[src/rtl/pio_input_debounce.sv]
// Per-bit synchroniser and debouncer for slide switches and push-buttons.
// Ports: clk, reset_n (async low), raw_in -> db_out level, rise/fall/changed strobes.
module pio_input_debounce #(
    parameter int               WIDTH        = 10,
    parameter int               TICK_DIV     = 50000,
    parameter int               STABLE_TICKS = 8,
    parameter logic [WIDTH-1:0] INIT         = '0
) (
    input  logic             clk,
    input  logic             reset_n,
    input  logic [WIDTH-1:0] raw_in,
    output logic [WIDTH-1:0] db_out,
    output logic [WIDTH-1:0] rise,
    output logic [WIDTH-1:0] fall,
    output logic             changed
);

    localparam int PW = (TICK_DIV > 1) ? $clog2(TICK_DIV) : 1;
    localparam int CW = (STABLE_TICKS > 1) ? $clog2(STABLE_TICKS) : 1;
    localparam logic [PW-1:0] P_LAST = PW'(TICK_DIV - 1);
    localparam logic [CW-1:0] C_LAST = CW'(STABLE_TICKS - 1);

    logic [WIDTH-1:0] r_sync1;
    logic [WIDTH-1:0] r_sync2;
    logic [WIDTH-1:0] r_db;
    logic [WIDTH-1:0] r_rise;
    logic [WIDTH-1:0] r_fall;
    logic             r_changed;
    logic [PW-1:0]    r_pre;
    logic [CW-1:0]    r_cnt [WIDTH];

    logic             w_tick;
    logic [WIDTH-1:0] w_db_nxt;
    logic [WIDTH-1:0] w_rise_nxt;
    logic [WIDTH-1:0] w_fall_nxt;
    logic [CW-1:0]    w_cnt_nxt [WIDTH];

    // With TICK_DIV=1 the prescaler is a constant 0, so tick is always high.
    assign w_tick = (r_pre == P_LAST);

    // A bit matching the held level clears its count every cycle, so any
    // glitch back to the old level restarts qualification from zero.
    always_comb begin
        w_db_nxt   = r_db;
        w_rise_nxt = '0;
        w_fall_nxt = '0;
        for (int i = 0; i < WIDTH; i++) begin
            w_cnt_nxt[i] = r_cnt[i];
            if (r_sync2[i] == r_db[i]) begin
                w_cnt_nxt[i] = '0;
            end else if (w_tick && (r_cnt[i] == C_LAST)) begin
                w_cnt_nxt[i]  = '0;
                w_db_nxt[i]   = r_sync2[i];
                w_rise_nxt[i] = r_sync2[i];
                w_fall_nxt[i] = ~r_sync2[i];
            end else if (w_tick) begin
                w_cnt_nxt[i] = r_cnt[i] + CW'(1);
            end
        end
    end

    always_ff @(posedge clk or negedge reset_n) begin
        if (!reset_n) begin
            r_sync1   <= INIT;
            r_sync2   <= INIT;
            r_db      <= INIT;
            r_rise    <= '0;
            r_fall    <= '0;
            r_changed <= 1'b0;
            r_pre     <= '0;
            for (int i = 0; i < WIDTH; i++) begin
                r_cnt[i] <= '0;
            end
        end else begin
            r_sync1   <= raw_in;
            r_sync2   <= r_sync1;
            r_db      <= w_db_nxt;
            r_rise    <= w_rise_nxt;
            r_fall    <= w_fall_nxt;
            r_changed <= |(w_rise_nxt | w_fall_nxt);
            r_pre     <= w_tick ? '0 : r_pre + PW'(1);
            for (int i = 0; i < WIDTH; i++) begin
                r_cnt[i] <= w_cnt_nxt[i];
            end
        end
    end

    assign db_out  = r_db;
    assign rise    = r_rise;
    assign fall    = r_fall;
    assign changed = r_changed;

endmodule

[config.mk]
export PLATFORM = sky130hd
export DESIGN_NAME = pio_input_debounce
export DESIGN_NICKNAME = d
export VERILOG_FILES = /design/src/rtl/pio_input_debounce.sv
export SDC_FILE = /design/constraint.sdc
export NUM_CORES = 1
export LEC_CHECK = 0
export CORE_AREA = 4 4 106 108
export DETAILED_ROUTE_END_ITERATION = 6
export DIE_AREA = 0 0 110 112
export PLACE_DENSITY = 0.58
export SLEW_MARGIN = 20
export SYNTH_ARGS = -nofsm -noshare
export SYNTH_HDL_FRONTEND = slang
export SYNTH_SLANG_ARGS = --single-unit
[constraint.sdc]
create_clock -name clk -period 5.2 [get_ports clk]
set_clock_uncertainty 0.1 [all_clocks]
set_input_delay 1.04 -clock clk [delete_from_list [all_inputs] [get_ports clk]]
set_output_delay 1.04 -clock clk [all_outputs]
set_load 0.01 [all_outputs]
After elaboration in Yosys (flattened, before gate mapping)

Cells that the tools add are included.

Bits in registers: 97
Output and inout port bits: 31

Equal/unequal tests: 21
Bitwise operators: 21
$add $sub $neg: 11
Reductions and logical operators: 31
Mux-type cells: 71

Operator list:

| kind                    | number |
|---|---|
| $mux W3                 | 30 |
| $mux W1                 | 40 |
| $add A3 B1 Y3 const B   | 10 |
| $eq A3 B3 Y1 const B    | 10 |
| $reduce_bool A3 Y1      | 10 |
| $not A1 Y1              | 20 |
| $reduce_and A2 Y1       | 10 |
| $add A16 B1 Y16 const B | 1 |
| $eq A16 B16 Y1 const B  | 1 |
| $mux W16                | 1 |
| $eq A1 B1 Y1            | 10 |
| $logic_and A1 B1 Y1     | 10 |
| $or A10 B10 Y10         | 1 |
| $reduce_or A10 Y1       | 1 |

Logic depth before layout (Yosys ltp)

Depth after elaboration: 6
Depth in mapped cells: 9
Mapped depth without buffers: 6

Worst setup path after synthesis

Ideal clock, no wire load.

Path kind: flip-flop to flip-flop
Start: reg r_pre[0]
End: reg r_db[7] (netlist: db_out[7])
Path slack: 3285 ps
Stages on the path, launching flop included: 9
Path buffers: 3
Arrival: 1690 ps
Required time: 4975 ps
Library setup time: 125 ps
Cells stage by stage: dfrtp_1 > ha_1 > and3_1 > buf_2 > and4_1 > buf_6 > buf_12 > nand2_4 > mux2_4

Cells in the longest elaborated chain, start to end: 3

RTL lines:

| element                     | line | text |
|---|---|---|
| from (decl)                 | 29   | `logic [PW-1:0] r_pre;` |
| from (signal assigned)      | 81   | `r_pre <= w_tick ? '0 : r_pre + PW'(1);` |
| $eq A16 B16 Y1              | 39   | `assign w_tick = (r_pre == P_LAST);` |
| $logic_and A1 B1 Y1         | 51   | `end else if (w_tick && (r_cnt[i] == C_LAST)) begin` |
| $reduce_and A2 Y1 (no line) | n/a  |  |
| to (signal assigned)        | 77   | `r_db <= w_db_nxt;` |
| to (decl)                   | 25   | `logic [WIDTH-1:0] r_db;` |

Every way passes these cells.
A chain may end at the register's enable or synchronous reset.

Worst setup path after layout

Start: reg r_pre[0]
End: reg r_db[0] (netlist: db_out[0])

The elaborated chain is that of the path after synthesis.

==> impl_metrics.ini <==
[run_status]
run_status = finished clean

[detailed_routing]
detail_route.first_pass.iterations = 4
drt_wl_total_mm = 6.664
wl_per_cell_um = 12.74
drc = 0
vias_per_cell = 4.837
antenna_left = 0
first_iter_violations = 74
vias = 2530

[yosys]
ys_warn_count = 0
syn_area_um2 = 4068
synth.yosys.seq_area_share_pct = 59.67
syn-num-nets = 370
netlist_instances = 337
avgSynthCellArea_um2 = 12.07
yosysUniqueCellTypes = 32
ys_seq_elements = 97

[global_routing]
use_met2_pct = 18.41
antenna_found_initial = 0
grt-ovfl-total = 0
gr-max-usage-layer = met2
use_met1_pct = 15.99
grt_max_degree = 58
grtUsageTotal_pct = 11.96
grt_use_met3_pct = 3.884
grt_pass1_vias = 2545
grt_pass1_wl_mm = 11.63

[clock_tree]
post-cts-setup-buffer-count = 0
root_buffer = clkbuf_8
clk_pin_slew_ps = 90
cts_tree = built
clockBufferDepth = 2
hold_buffers = 0
cts_buffers = 9
ctsResizeCount = 0
htreeDepth = 3
clkSinkCount = 97
worstSkewPairLatency_ps = 350

[timing]
hold_violations = 0
worst_pin_slew_ps = 1057
period_share_pct = 51.76
period_minus_slack_ps = 2692
max_freq_ghz = 0.3715
grt_setup_unrepaired = no
setup_tns_ps = 0
finalSetupViolCount = 0
finalMaxSlewViolations = 0
slew_headroom_pct = 29.35

[final_layout]
multiInputGateArea_um2 = 1494
final_cell_mix = 97 x dfrtp_1, 44 x nand2_1, 41 x clkdlybuf4s50_1, 35 x a21oi_1, 25 x nand3_1
fillCellCount = 935
nNetsFinal = 415
n_antenna_cell = 0
drive_above_1_share_pct = 9.302
area_growth_pct = 17.41
final_common_cell = dfrtp_1
seq_area_um2 = 2427

[floorplanning]
core-area_um2 = 10230
dieArea_um2 = 12320
initial_utilization_pct = 39.76
io_pins = 43
die_height_um = 112
num_rows = 37
die_w_um = 110

[power]
power_mw = 1.308
power_leakage_nw = 2.120
ir_drop_mv = 0.1465
p_per_area_nw_per_um2 = 273.8

[worst_setup_path]
critPathLaunchType = flop
startpoint = r_pre[0]
critical_path_class = flop to flop
critPathMaxFanout = 23
r2r-start = r_pre[0]
arrival_ps = 2840
crit_path_end_kind = flop
worstPathRequired_ps = 5350

[flow_run]
maxCapViolCount = 0

[min_path]
min-delay-path-class = flop to flop
hp-start = r_sync1[8]

[placement]
hpwl_mm = 4.394
portBuffers = 42
gp_congestion = 0.7498
[state kept, by name, indices dropped and copies added, names as in the netlist]
| name | count |
|---|---|
| r_sync2 | 10 |
| r_sync1 | 10 |
| rise | 10 |
| db_out | 10 |
| fall | 10 |
| changed | 1 |
| r_cnt | 30 |
| r_pre | 16 |
[through the flow]
stage               area [µm²]  hold slack [ps]  std cells  utilization (%)  setup slack [ps]
floorplan                 4068            231.2        337                -              3285
global placement          4566            231.5        507            44.63              2561
detailed placement        4566            234.7        507            44.63              2484
CTS                       4776            257.5        523            46.68              2471
global route              4776            263.7        523            46.68              2236
finish                    4776            255.1        523            46.68              2508
[cells by family after synthesis]
family,after synthesis,synth area share [%]
adder cells (fa/ha/maj),21,6.460
AO/OA/AOI/OAI,42,5.383
flip-flops,97,59.67
buffers and inverters,21,3.599
AND/OR/NAND/NOR,125,17.38
multiplexers,11,3.199
XOR/XNOR,20,4.306
[synthesized netlist by cell type (all sizes together)]
library cell | count | area [µm²]
nand3 | 25 | 125.1
mux2 | 10 | 120.1
mux2i | 1 | 10.01
nor2 | 6 | 22.52
nand4 | 5 | 37.53
buf | 8 | 97.59
inv | 11 | 41.29
or3 | 10 | 62.56
xor2 | 3 | 26.28
xnor2 | 17 | 148.9
nor3 | 2 | 10.01
and2 | 1 | 6.260
o21ai | 1 | 5.000
clkbuf | 2 | 7.510
or4 | 1 | 7.510
nor4b | 1 | 23.77
and4bb | 2 | 25.02
o31ai | 1 | 7.510
nand2 | 46 | 187.7
and3 | 2 | 12.51
ha | 21 | 262.8
o22ai | 5 | 31.28
a21oi | 35 | 175.2
and4 | 4 | 36.29
nor3b | 20 | 150.1
dfrtp | 97 | 2427
[worst paths after layout]
kind	endpoint	slack [ps]	cells past startpoint
worst max-delay path	db_out[0]	2510	6
worst min-delay path	r_sync2[8]	260	0
worst max register to register	db_out[0]	2510	6
worst min register to register	r_sync2[8]	260	0
max in group asynchronous	r_pre[8]	3380	2
min in group asynchronous	r_sync1[8]	620	1
[report_power, final]
| part | total [mW] | leakage, nW | internal, mW | switching, mW |
|---|---|---|---|---|
| registers | 0.767 | 1.29 | 0.761 | 0.00519 |
| logic | 0.0306 | 0.721 | 0.0112 | 0.0194 |
| clock network | 0.510 | 0.104 | 0.242 | 0.269 |
| total | 1.31 | 2.12 | 1.01 | 0.293 |
[layer usage]
layer  part of all wire, %  wire [µm]  vias up
li1                      -          -     1268
met1                    48       3193     1214
met2                    47       3103       42
met3                   4.1        276        6
met4                   1.4         91        0
met5                     0          0        -
[critical path, stage by stage (launching register included)]
cell and delay [ps]:
dfrtp_1 390, ha_1 210, and3_1 280, and4_1 860, buf_4 340, nand2_1 130
mux2_2 280
[layout make-up]
| cell class | count | share of cell area [%] |
|---|---|---|
| clock inverters | 6 | 1.520 |
| flip-flops and latches | 97 | 50.83 |
| multi-input cells | 219 | 31.28 |
| inverters | 11 | 0.8646 |
| repair buffers | 44 | 9.065 |
| well taps | 136 | 3.563 |
| clock buffers | 10 | 2.882 |
Power figures use the tool's default switching activity.
